## config.mk

```make
export PLATFORM = sky130hd
export DESIGN_NAME = seq_pattern_tx
export DESIGN_NICKNAME = d
export VERILOG_FILES = /design/src/rtl/seq_pattern_tx_pkg.sv /design/src/rtl/seq_pattern_tx.sv
export SDC_FILE = /design/constraint.sdc
export NUM_CORES = 1
export LEC_CHECK = 0
export ABC_CLOCK_PERIOD_IN_PS = 3100
export CAP_MARGIN = 20
export CORE_ASPECT_RATIO = 0.8
export CORE_MARGIN = 3
export CORE_UTILIZATION = 35
export DETAILED_ROUTE_END_ITERATION = 10
export GPL_TIMING_DRIVEN = 0
export PLACE_DENSITY = 0.63
export SLEW_MARGIN = 40
export SYNTH_ARGS = -nofsm -noshare
export SYNTH_HDL_FRONTEND = slang
export SYNTH_SLANG_ARGS = --single-unit
```

## constraint.sdc

```tcl
create_clock -name clk -period 3.1 [get_ports clk]
set_clock_uncertainty 0.15 [all_clocks]
set_input_delay 0.775 -clock clk [delete_from_list [all_inputs] [get_ports clk]]
set_output_delay 0.775 -clock clk [all_outputs]
set_load 0.005 [all_outputs]
```

## src/rtl/seq_pattern_tx_pkg.sv

```systemverilog
// Shared definitions for the serial pattern transmitter and its matching detector:
// state encoding, default pattern constant and a pattern bit-select helper.
package seq_pattern_tx_pkg;

    typedef enum logic [1:0] {
        ST_IDLE = 2'b00,
        ST_SEND = 2'b01,
        ST_GAP  = 2'b10
    } seq_state_e;

    localparam logic [6:0]  DEFAULT_PATTERN = 7'b1101100;
    localparam int unsigned DEFAULT_LEN     = 7;

    // Patterns are carried in a 16-bit container, right-aligned, MSB sent first.
    function automatic logic pattern_bit(input logic [15:0] pattern, input logic [3:0] idx);
        return pattern[idx];
    endfunction

endpackage

```

## src/rtl/seq_pattern_tx.sv

```systemverilog
// Serial pattern transmitter: sends PATTERN MSB first for a latched number of
// frames (0 = until abort), with GAP idle cycles between frames.
module seq_pattern_tx
    import seq_pattern_tx_pkg::*;
#(
    parameter logic [15:0] PATTERN = {9'b0_0000_0000, DEFAULT_PATTERN},
    parameter int unsigned LEN     = DEFAULT_LEN,
    parameter int unsigned GAP     = 0
) (
    input  logic       clk,
    input  logic       rst,
    input  logic       start,
    input  logic [3:0] nframes,
    input  logic       abort,
    output logic       seq,
    output logic       busy,
    output logic       done
);

    localparam logic [3:0] LAST_IDX     = 4'(LEN - 1);
    localparam logic       HAS_GAP      = (GAP != 0);
    localparam logic [3:0] GAP_LAST_IDX = HAS_GAP ? 4'(GAP - 1) : 4'd0;

    seq_state_e state_r;
    seq_state_e state_nx_s;
    logic [3:0] bit_idx_r;
    logic [3:0] bit_idx_nx_s;
    logic [3:0] frame_cnt_r;
    logic [3:0] frame_cnt_nx_s;
    logic [3:0] gap_cnt_r;
    logic [3:0] gap_cnt_nx_s;
    logic       seq_r;
    logic       seq_nx_s;
    logic       busy_r;
    logic       busy_nx_s;
    logic       done_r;
    logic       done_nx_s;
    logic       last_frame_s;

    // A zero frame count means continuous mode: it never reaches 1, so never terminates.
    assign last_frame_s = (frame_cnt_r == 4'd1);

    // Next-state logic plus the output values to be registered on the coming edge.
    always_comb begin
        state_nx_s     = state_r;
        bit_idx_nx_s   = bit_idx_r;
        frame_cnt_nx_s = frame_cnt_r;
        gap_cnt_nx_s   = gap_cnt_r;
        done_nx_s      = 1'b0;

        if (abort) begin
            state_nx_s = ST_IDLE;
        end else begin
            case (state_r)
                ST_IDLE: begin
                    if (start) begin
                        state_nx_s     = ST_SEND;
                        bit_idx_nx_s   = LAST_IDX;
                        frame_cnt_nx_s = nframes;
                    end else begin
                        state_nx_s = ST_IDLE;
                    end
                end
                ST_SEND: begin
                    if (bit_idx_r != 4'd0) begin
                        bit_idx_nx_s = bit_idx_r - 4'd1;
                    end else if (last_frame_s) begin
                        state_nx_s     = ST_IDLE;
                        frame_cnt_nx_s = 4'd0;
                        done_nx_s      = 1'b1;
                    end else begin
                        if (frame_cnt_r != 4'd0) begin
                            frame_cnt_nx_s = frame_cnt_r - 4'd1;
                        end else begin
                            frame_cnt_nx_s = 4'd0;
                        end
                        if (HAS_GAP) begin
                            state_nx_s   = ST_GAP;
                            gap_cnt_nx_s = GAP_LAST_IDX;
                        end else begin
                            bit_idx_nx_s = LAST_IDX;
                        end
                    end
                end
                ST_GAP: begin
                    if (gap_cnt_r == 4'd0) begin
                        state_nx_s   = ST_SEND;
                        bit_idx_nx_s = LAST_IDX;
                    end else begin
                        gap_cnt_nx_s = gap_cnt_r - 4'd1;
                    end
                end
                default: begin
                    state_nx_s = ST_IDLE;
                end
            endcase
        end

        if (state_nx_s == ST_SEND) begin
            seq_nx_s  = pattern_bit(PATTERN, bit_idx_nx_s);
            busy_nx_s = 1'b1;
        end else if (state_nx_s == ST_GAP) begin
            seq_nx_s  = 1'b0;
            busy_nx_s = 1'b1;
        end else begin
            seq_nx_s  = 1'b0;
            busy_nx_s = 1'b0;
        end
    end

    // State, counters and registered outputs.
    always_ff @(posedge clk or posedge rst) begin
        if (rst) begin
            state_r     <= ST_IDLE;
            bit_idx_r   <= 4'd0;
            frame_cnt_r <= 4'd0;
            gap_cnt_r   <= 4'd0;
            seq_r       <= 1'b0;
            busy_r      <= 1'b0;
            done_r      <= 1'b0;
        end else begin
            state_r     <= state_nx_s;
            bit_idx_r   <= bit_idx_nx_s;
            frame_cnt_r <= frame_cnt_nx_s;
            gap_cnt_r   <= gap_cnt_nx_s;
            seq_r       <= seq_nx_s;
            busy_r      <= busy_nx_s;
            done_r      <= done_nx_s;
        end
    end

    assign seq  = seq_r;
    assign busy = busy_r;
    assign done = done_r;

endmodule

```

==> results.json <==
{
  "outcome": "complete, no violations",
  "slew_violations": 0,
  "drt_iter0_markers": 27,
  "vias": 751,
  "synthArstFlopShare_pct": 100,
  "fp.dieArea_mm2": 0.00339,
  "cp_slowest_stage_delay_ns": 0.51,
  "clkPwrFrac_pct": 23.1,
  "start_util_pct": 37.7,
  "clock_latency_ns": 0.30,
  "setup_tns_ns": 0,
  "ys_seq_area_share_pct": 44.7,
  "die_width_um": 64.3,
  "min_period_over_period_pct": 75.0,
  "rsz0062_at_grt": "false",
  "p_int_mw": 0.368,
  "clockRootBuffer": "clkbuf_4",
  "first_pass_iters": 4,
  "dpl.cell_count": 142,
  "synth_cells": 96,
  "grt-ovfl-total": 0,
  "buffer_ports.inserted": 10,
  "cts_resized": 0,
  "fillers": 261,
  "hold_buffers": 0,
  "fin_cells": 146,
  "finalSetupViolations": 0,
  "path_class": "input port to register",
  "antenna_cells": 0,
  "cts_buffer_depth": 2,
  "drtAntennaViolNets": 0,
  "crit_family": "simple AND/OR/NAND/NOR gates",
  "drc": 0,
  "cts_setup_buffers": 0,
  "swShare_pct": 32.5,
  "place_hpwl_um": 1300,
  "seq_power_share_pct": 50.2,
  "cp.buffers_inverters": 1,
  "cts_buffers": 3,
  "max_slew.worst_pin.slew_ns": 0.655,
  "clkTransAtPathRegs_ns": 0.11,
  "fp.coreArea_mm2": 0.00252,
  "synth-main-ff-cell": "dfrtp_1",
  "synth_cell_type_count": 39,
  "synth_edf_count": 0,
  "hp-class": "register to register",
  "synth.most_common_cell": "dfrtp_1",
  "p_switching_mw": 0.178,
  "ir_drop_uv": 179,
  "nets": 122,
  "drive_above_1_share_pct": 14.5,
  "grt_use_total_pct": 12.4,
  "antenna_found_initial": 0,
  "fin_util_pct": 44.7,
  "synth_top_cell_by_area": "dfrtp_1",
  "avgSynthCellArea_um2": 9.92,
  "cts.sinks": 17,
  "arrival_ns": 2.38,
  "die_y_um": 52.7,
  "rrSetupSlack_ns": 0.84,
  "viasPerCell": 5.14,
  "cp_max_fo": 3,
  "synth_area_leaders": "dfrtp_1 (45%), ha_1 (3.9%), inv_1 (3.2%)",
  "cts_tree": "yes",
  "p_leak_nw": 0.478,
  "fin_crit_ns": 2.32,
  "io-pin-count": 11,
  "grt_pass1_wl_um": 3280,
  "worst_setup_path_start_kind": "input port",
  "num_rows": 16,
  "grt_max_degree": 18,
  "fmax_ghz": 0.430,
  "synth_top_cell_area_share_pct": 44.7,
  "wl_um": 1770,
  "p_comb_share_pct": 26.7,
  "max_cap_viol_count": 0,
  "synthesis.area_um2": 952,
  "crit_chain": "clkdlybuf4s50_1, or4b_1, a2bb2oi_1, o31ai_2, a211oi_1, nor4bb_1",
  "gp_congestion": 0.791,
  "cts_max_level": 1,
  "hold_viol": 0,
  "crit_path_end_kind": "register",
  "grt_pass1_vias": 755,
  "ys_ff_latch": 17,
  "ys_top_cells_by_count": "dfrtp_1 (17), inv_1 (8), nor2_1 (7), nor3_1 (5), o21ai_0 (5)",
  "critPathSlowestCell": "or4b_1",
  "yosys_warnings": 0,
  "cp_data_required_time_ns": 3.15,
  "slew_headroom_pct": 56.3,
  "area_growth_pct": 18.4,
  "routedWlPerCell_um": 12.1,
  "syn-num-nets": 107,
  "power_density_mw_per_mm2": 484
}
==> area by class of cell <==
class | count | area [um^2] | area share (%)
clock inverters | 1 | 7.51 | 0.666
flip-flops and latches | 17 | 425 | 37.7
well taps | 36 | 45.0 | 4.00
clock buffers | 3 | 22.5 | 2.00
plain buffers | 4 | 18.8 | 1.66
repair buffers | 10 | 100 | 8.88
inverters | 8 | 30.0 | 2.66
multi-input cells | 67 | 478 | 42.4
==> sequential cells by signal, summed over array words and instances, names as in the netlist <==
signal       cells
done             1
frame_cnt_r      4
busy             1
state_r          2
seq              1
gap_cnt_r        4
bit_idx_r        4
==> worst reg2reg max path, stage by stage, from the launching register on <==
cell,delay [ns]
dfrtp_1,0.42
inv_1,0.11
ha_1,0.23
nor3b_4,0.32
mux2i_1,0.11
or3_1,0.31
buf_2,0.16
o21bai_1,0.15
a32o_1,0.20
==> logic make-up (layout without fill, tap and decap cells) <==
logic type,count (synthesis),count (layout),synth area share [%]
muxes,1,1,1.05
DFF,17,17,44.7
buffers and inverters,12,26,5.12
and+or+nand+nor,37,37,24.4
xor gates and xnor gates,3,3,2.76
AOI/OAI and AO/OA,23,23,18.0
adders and majority gates,3,3,3.94
==> final timing paths <==
path                                    from        endpoint  cells past startpoint
worst max-delay path                   abort             seq                      6
worst min-delay path            gap_cnt_r[3]    gap_cnt_r[3]                      1
worst max register to register  bit_idx_r[0]  frame_cnt_r[3]                      8
worst min register to register  gap_cnt_r[3]    gap_cnt_r[3]                      1
max in group asynchronous                rst    bit_idx_r[3]                      2
min in group asynchronous                rst            busy                      2
==> placed cells by master, fill, tap and decap left out, types with 2 or more instances in the layout <==
master | Yosys | routed
a21oi_1 | 4 | 4
a2bb2oi_1 | 2 | 2
buf_2 | 3 | 3
clkbuf_4 | 0 | 3
clkdlybuf4s50_1 | 0 | 10
dfrtp_1 | 17 | 17
ha_1 | 3 | 3
inv_1 | 8 | 8
nand2_1 | 4 | 4
nand2b_1 | 3 | 3
nand3_1 | 3 | 3
nor2_1 | 7 | 7
nor3_1 | 5 | 5
nor4_1 | 3 | 3
o21ai_0 | 5 | 5
o21bai_1 | 2 | 2
or2_2 | 2 | 2
xnor2_1 | 2 | 2
==> routing by layer <==
layer  GRT usage, %  share of wire (%)  routed length [um]
met3           4.51                6.3                 112
met1           15.8                 50                 886
met5              0                  0                   0
met2           20.7                 43                 759
met4           2.11               0.51                   9
==> metrics by stage <==
step                total power, mW  hold slack, ns  instance area, um^2  setup slack, ns
finish                        0.546           0.378                 1130            0.776
floorplan                     0.381           0.322                  952             1.01
detailed placement            0.425           0.359                 1100            0.453
global route                  0.592           0.410                 1130            0.598
global placement              0.420           0.352                 1100            0.458
CTS                           0.553           0.387                 1130            0.769
==> power by group through the flow <==
| stage | Combinational (mW) | Sequential [mW] | Clock (mW) |
|---|---|---|---|
| floorplan | 0.107 | 0.274 | 0 |
| global placement | 0.142 | 0.278 | 0 |
| detailed placement | 0.147 | 0.279 | 0 |
| CTS | 0.147 | 0.274 | 0.131 |
| global route | 0.170 | 0.280 | 0.142 |
| finish | 0.146 | 0.274 | 0.126 |
(Power assumes the default switching activity.)
